$ cat config.mk
export PLATFORM = sky130hd
export DESIGN_NAME = uart_rx
export DESIGN_NICKNAME = d
export VERILOG_FILES = /design/src/rtl/uart_rx.sv
export SDC_FILE = /design/constraint.sdc
export NUM_CORES = 1
export LEC_CHECK = 0
export BUFFER_PORTS_ARGS = -buffer_cell sky130_fd_sc_hd__buf_2
export CAP_MARGIN = 10
export CORE_MARGIN = 2
export CORE_UTILIZATION = 50
export CTS_BUF_LIST = sky130_fd_sc_hd__clkbuf_4 sky130_fd_sc_hd__clkbuf_8
export CTS_CLUSTER_DIAMETER = 120
export DETAILED_ROUTE_END_ITERATION = 8
export PLACE_DENSITY = 0.72
export SYNTH_ARGS = -nofsm -noshare
export SYNTH_HDL_FRONTEND = slang
export SYNTH_SLANG_ARGS = --single-unit
$ cat constraint.sdc
create_clock -name clk -period 2.2 [get_ports clk]
set_clock_uncertainty 0.1 [all_clocks]
set_input_delay 0 -clock clk [delete_from_list [all_inputs] [get_ports clk]]
set_output_delay 0 -clock clk [all_outputs]
set_load 0.05 [all_outputs]
$ cat src/rtl/uart_rx.sv
// uart_rx: 8N1 serial receiver with a two-flop input synchronizer.
// Bit timing comes from CLKS_PER_BIT = FREQ/BAUD, which must be in 4..255.
// Optional feature: define UART_RX_MAJORITY_EN to take each sample as a
// 2-of-3 vote around the nominal sample point instead of a single value.
`timescale 1ns/1ps

module uart_rx #(
  parameter int FREQ = 27000000,
  parameter int BAUD = 3000000
) (
  input  logic       clk,
  input  logic       rst,
  input  logic       rx,
  output logic [7:0] data,
  output logic       valid,
  output logic       frame_err,
  output logic       busy
);

  localparam int CLKS_PER_BIT = FREQ / BAUD;
  localparam int HALF         = CLKS_PER_BIT / 2;

`ifdef UART_RX_MAJORITY_EN
  // The vote needs one extra clock, so decisions land one count later and
  // the counter resumes at 1 to keep the following bit's timing unchanged.
  localparam logic [7:0] START_DECIDE = 8'(HALF);
  localparam logic [7:0] BIT_DECIDE   = 8'(CLKS_PER_BIT);
  localparam logic [7:0] RESUME_CNT   = 8'd1;
`else
  localparam logic [7:0] START_DECIDE = 8'(HALF - 1);
  localparam logic [7:0] BIT_DECIDE   = 8'(CLKS_PER_BIT - 1);
  localparam logic [7:0] RESUME_CNT   = 8'd0;
`endif

  typedef enum logic [1:0] {
    IDLE  = 2'd0,
    START = 2'd1,
    DATA  = 2'd2,
    STOP  = 2'd3
  } state_t;

  state_t      state_reg, state_next;
  logic [7:0]  cnt_reg, cnt_next;
  logic [2:0]  bit_idx_reg, bit_idx_next;
  logic [7:0]  shift_reg, shift_next;
  logic [7:0]  data_reg, data_next;
  logic        valid_reg, valid_next;
  logic        ferr_reg, ferr_next;
  logic        rx_m, rx_s, rx_prev;
  logic        sample;

  // Two-flop synchronizer plus one-clock history for start-edge detection.
  always_ff @(posedge clk or posedge rst) begin
    if (rst) begin
      rx_m    <= 1'b1;
      rx_s    <= 1'b1;
      rx_prev <= 1'b1;
    end else begin
      rx_m    <= rx;
      rx_s    <= rx_m;
      rx_prev <= rx_s;
    end
  end

`ifdef UART_RX_MAJORITY_EN
  logic [1:0] hist_reg;

  // Keep the two previous synchronized values (target-1, target) for the vote.
  always_ff @(posedge clk or posedge rst) begin
    if (rst) begin
      hist_reg <= 2'b11;
    end else begin
      hist_reg <= {hist_reg[0], rx_s};
    end
  end

  assign sample = (hist_reg[1] & hist_reg[0]) |
                  (hist_reg[1] & rx_s) |
                  (hist_reg[0] & rx_s);
`else
  assign sample = rx_s;
`endif

  // State, counters, shift register and registered output pulses.
  always_ff @(posedge clk or posedge rst) begin
    if (rst) begin
      state_reg   <= IDLE;
      cnt_reg     <= 8'd0;
      bit_idx_reg <= 3'd0;
      shift_reg   <= 8'd0;
      data_reg    <= 8'h00;
      valid_reg   <= 1'b0;
      ferr_reg    <= 1'b0;
    end else begin
      state_reg   <= state_next;
      cnt_reg     <= cnt_next;
      bit_idx_reg <= bit_idx_next;
      shift_reg   <= shift_next;
      data_reg    <= data_next;
      valid_reg   <= valid_next;
      ferr_reg    <= ferr_next;
    end
  end

  // Next-state logic: frame tracking, bit sampling and stop-bit checking.
  always_comb begin
    state_next   = state_reg;
    cnt_next     = cnt_reg + 8'd1;
    bit_idx_next = bit_idx_reg;
    shift_next   = shift_reg;
    data_next    = data_reg;
    valid_next   = 1'b0;
    ferr_next    = 1'b0;
    case (state_reg)
      IDLE: begin
        cnt_next = 8'd0;
        // Only a 1->0 transition starts a frame; a line stuck low does not.
        if (rx_prev && !rx_s) begin
          state_next = START;
        end
      end
      START: begin
        if (cnt_reg == START_DECIDE) begin
          if (!sample) begin
            state_next   = DATA;
            cnt_next     = RESUME_CNT;
            bit_idx_next = 3'd0;
          end else begin
            // Start bit did not hold: treat as a glitch.
            state_next = IDLE;
            cnt_next   = 8'd0;
          end
        end
      end
      DATA: begin
        if (cnt_reg == BIT_DECIDE) begin
          shift_next   = {sample, shift_reg[7:1]};
          cnt_next     = RESUME_CNT;
          bit_idx_next = bit_idx_reg + 3'd1;
          if (bit_idx_reg == 3'd7) begin
            state_next = STOP;
          end
        end
      end
      STOP: begin
        if (cnt_reg == BIT_DECIDE) begin
          state_next = IDLE;
          cnt_next   = 8'd0;
          if (sample) begin
            data_next  = shift_reg;
            valid_next = 1'b1;
          end else begin
            ferr_next = 1'b1;
          end
        end
      end
      default: begin
        state_next = IDLE;
        cnt_next   = 8'd0;
      end
    endcase
  end

  assign data      = data_reg;
  assign valid     = valid_reg;
  assign frame_err = ferr_reg;
  assign busy      = (state_reg != IDLE);

endmodule

# Word-level counts from Yosys, hierarchy flattened
# Cells that the tools add are included.
# totals
reg_bits	34
# op_classes
add_sub_neg	2
n_eq_ne	12
muxes	20
n_reduce_logical	10
# ops
operator	count
$pmux 8 s3	1
$mux 8	2
$mux 2	6
$ne 2x2->1 const B	6
$mux 3	3
$add 8x1->8 const B	1
$eq 8x2->1 const B	1
$eq 8x4->1 const B	1
$pmux 2 s4	1
$mux 1	6
$pmux 3 s2	1
$reduce_and 5->1	1
$eq 2x2->1 const B	2
$reduce_and 4->1	1
$reduce_bool 2->1	2
$add 3x1->3 const B	1
$eq 3x3->1 const B	1
$reduce_and 3->1	1
$eq 2x1->1 const B	1
$logic_not 2->1	1
$reduce_and 2->1	1
$reduce_or 2->1	1
$logic_and 1x1->1	1
$logic_not 1->1	1

# Longest topological paths before layout
# depth
depth_word	4
mapped_depth	7
depth_no_buf	5

# Least setup slack after synthesis
# Ideal clock, no wire load.
# synth_timing
path_type	register to register
start	reg cnt_reg[4]
end	reg shift_reg[0]
setup_ns	0.125
arrival_ns	1.812
required_time_ns	1.975
setup_slack_ns	0.163
stages_incl_launch_ff	5
n_path_buf	1
cell_sequence	dfrtp_1 or4_1 buf_2 nor4_4 mux2_2
# synth_between
elab_chain_cells	2
# synth_rtl
element	line	text
start: declaration	43	logic [7:0] cnt_reg, cnt_next;
start signal: assignment	96	cnt_reg <= cnt_next;
$eq 8x4->1	136	if (cnt_reg == BIT_DECIDE) begin
$reduce_and 2->1 (no line)	-	
end signal: assignment	98	shift_reg <= shift_next;
end: declaration	45	logic [7:0] shift_reg, shift_next;
# Every way passes these cells.
# A chain may end at the register's enable or synchronous reset.

# Worst setup path in the final report
# layout_timing
start	reg cnt_reg[4]
end	reg shift_reg[7]
# Same word-level chain as after synthesis.

==> flow_summary.toml <==
[finish]
finish.utilization_pct = 61.9
finalNetCount = 151
area_growth_syn_to_layout_pct = 15.9
layout.cells.most_common = "dfrtp_1"
seqCellArea_sq_um = 855
multi_input_comb_area_sq_um = 591
antenna_cells_inserted = 0
most-common-layout-cells = "31 x dfrtp_1, 16 x mux2_2, 13 x buf_2, 9 x nand3_1, 8 x buf_4"
nFillCells = 230
fraction_of_layout_cells_with_a_size_suffix_above_1_pct = 34.5

[clock_network]
path_clk_slew_ps = 100
cts_max_path_buffers = 2
ctsHtreeMaxLevel = 2
clockRootBuffer = "clkbuf_4"
clock_sink_count = 34
tritoncts = "built"
numCtsBuffers = 5
cts-resized-gates = 0
post_cts_hold_buffer_count = 2
clock_latency_ps = 340
cts.repair_timing.setup_buffer_count = 0

[status]
run_status = "complete, no violations"

[critical_path]
r2r-start = "cnt_reg[4]$_DFF_PP0_"
crit_fanout = 9
critical_path.startpoint = "cnt_reg[4]$_DFF_PP0_"
critical-path-slowest-cell = "or4_1"
critPathTopFamily = "simple AND/OR/NAND/NOR gates"
critical_path_class = "register to register"
timing.critical_path.slowest_cell_delay_ps = 700
rr_endpoint = "shift_reg[7]$_DFFE_PP0P_"
start_kind = "register"
cp_data_required_time_ps = 2320
ff2ff_setup_slack_ps = 110
critPathCaptureType = "register"
critical_path.n_buffers_inverters = 1
path_cells = "or4_1 -> nor4_4 -> buf_4 -> mux2_2"
worstPathArrival_ps = 2210
worst_r2r_path_depth = 4

[yosys]
yosys.cell_types.count = 33
ys.warnings.count = 0
synth.ff_latch_count = 34
synth_xor_xnor_area_share_pct = 1.77
synth_top_area_share_pct = 52.2
netlist.top_cell.by_area = "dfrtp_1"
synth-compound-area-share_pct = 7.33
synth_top_family_by_area = "simple AND/OR/NAND/NOR gates"
mappedNetlistArea_sq_um = 1490
synth-simple-area-share_pct = 15.2
seq_area_frac_synth_pct = 57.5
synth_area_per_cell_sq_um = 12.4
yosys-top-cells-area = "dfrtp_1 52%, mux2_2 12%, dfstp_2 5.3%"
syn-instance-count = 120
postSynthNetCount = 127
post_synth_fa_ha_maj_area_fraction_pct = 3.37
multiplexer_share_of_the_synthesized_area_pct = 12.1

[global_route]
pin_count_of_the_biggest_net_entering_global_routing = 35
grt_overflow_total = 0
grt_util_all_layers_pct = 18.3
grt_pass1_vias = 1009
grt_first_pass_wirelength_um = 4600
antenna_violations_before_repair = 0

[route]
wl_met1_um = 1110
met2RoutedLength_um = 1330
wl_um = 2620
detail_route.vias_per_cell = 5.77
detail_route.iter0.violations = 48
detailroute.via_count = 1016
postRouteAntennaNets = 0
met3_length_um = 114
routed.top_layer = "met4"
wl_per_cell_um = 14.9
drt_first_pass_iters = 4
drc = 0

[pwr]
sw_frac_of_total_pct = 33.6
p_per_area_nw_per_um2 = 1030
share_seq_of_total_power_pct = 46.2
power.static_leakage_uw = 0.000836
net-switching-power_uw = 597
combPwrFrac_pct = 29.0
clkPwrFrac_pct = 24.7
vdd_ir_drop_max_v = 0.000869
p_int_uw = 1180

[floorplanning]
fp.dieW_um = 58.5
core-area_sq_um = 2780
design.die.area_sq_um = 3420
initial_utilization_pct = 53.4
io_pins = 14
num_rows = 19
die_h_um = 58.5

[timing]
hold_violations = 0
finalCriticalPeriod_ps = 2090
max_slew_margin_pct = 72.2
setup_viol = 0
layout_worst_path_cycle_share_pct = 95.1
grt_setup_unrepaired = "false"
maxClockFrequency_ghz = 0.478
maxSlewViolCount = 0
worst_pin_slew_ps = 417
setup_total_negative_slack_ps = 0

[placed_design]
routabilityCongestion = 0.819
dp_hpwl_um = 1830
numPortBuffers = 13

[min_path]
timing.hold.worst.class = "input port to async pin"

[job]
max-cap-violations = 0
==> area by class of cell <==
type | instances | area share, %
well taps | 31 | 2.25
multi-input cells | 76 | 34.3
clock inverters | 3 | 2.33
clock buffers | 5 | 2.18
flip-flops and latches | 34 | 49.6
repair buffers | 23 | 8.43
inverters | 4 | 0.872
==> kinds of logic (layout without fill, tap and decap cells) <==
| kind of cell | after synthesis | count (layout) |
|---|---|---|
| buffers and inverters | 10 | 35 |
| XOR/XNOR | 3 | 3 |
| flip-flops | 34 | 34 |
| adder cells (fa/ha/maj) | 4 | 4 |
| multiplexers | 16 | 16 |
| AND/OR/NAND/NOR | 36 | 36 |
| AO/OA/AOI/OAI | 17 | 17 |
==> worst min-delay path: cells and delay by family <==
kind / cells / cell delay (ps)
buffers and inverters: 4 / 1050
==> Yosys cell counts (all sizes together) <==
| library cell | number |
|---|---|
| ha | 4 |
| nand4 | 1 |
| dfrtp | 31 |
| buf | 2 |
| nor4 | 3 |
| o32ai | 1 |
| a22oi | 1 |
| or3b | 1 |
| o221ai | 2 |
| nor2 | 4 |
| a211oi | 1 |
| xnor2 | 1 |
| nor3b | 2 |
| and4 | 1 |
| o22ai | 1 |
| nand2b | 2 |
| clkbuf | 4 |
| nand4b | 2 |
| nor3 | 3 |
| dfstp | 3 |
| a2bb2oi | 1 |
| xor2 | 2 |
| inv | 4 |
| o21a | 1 |
| or3 | 3 |
| nand2 | 3 |
| or4 | 1 |
| mux2 | 16 |
| a21oi | 4 |
| nand3 | 9 |
| o21ai | 5 |
| and4b | 1 |
==> power by group through the flow <==
stage	Combinational, uW	Clock [uW]	Sequential [uW]
after floorplan	356	0	821
after global placement	498	0	821
after detailed placement	514	0	831
after CTS	521	452	819
after global routing	578	474	837
final	515	439	820
==> layer usage <==
metal | global-route usage [%] | vias to the layer above
li1 | - | 486
met1 | 21.7 | 497
met2 | 29.9 | 23
met3 | 6.59 | 10
met4 | 7.97 | 0
met5 | 0 | -
==> metrics by stage <==
stage,hold WS [ps],std cells,setup WS (ps),power (uW),cell area [sq um]
after floorplan,-95.5,120,163,1180,1490
after global placement,3.51,166,151,1320,1620
after detailed placement,6.40,166,126,1340,1620
after CTS,183,176,97.1,1790,1720
after global routing,178,176,7.89,1890,1720
final,181,176,108,1770,1720
==> worst max path at each step <==
stage,end,slack (ps),cells after the start
floorplan,shift_reg[0]$_DFFE_PP0P_,160,4
global placement,shift_reg[7]$_DFFE_PP0P_,150,4
detailed placement,shift_reg[4]$_DFFE_PP0P_,130,4
CTS,data[0]$_DFFE_PP0P_,100,5
global route,data[0]$_DFFE_PP0P_,8,4
finish,shift_reg[7]$_DFFE_PP0P_,110,4
Note: power is estimated with default switching activity, not from simulation.
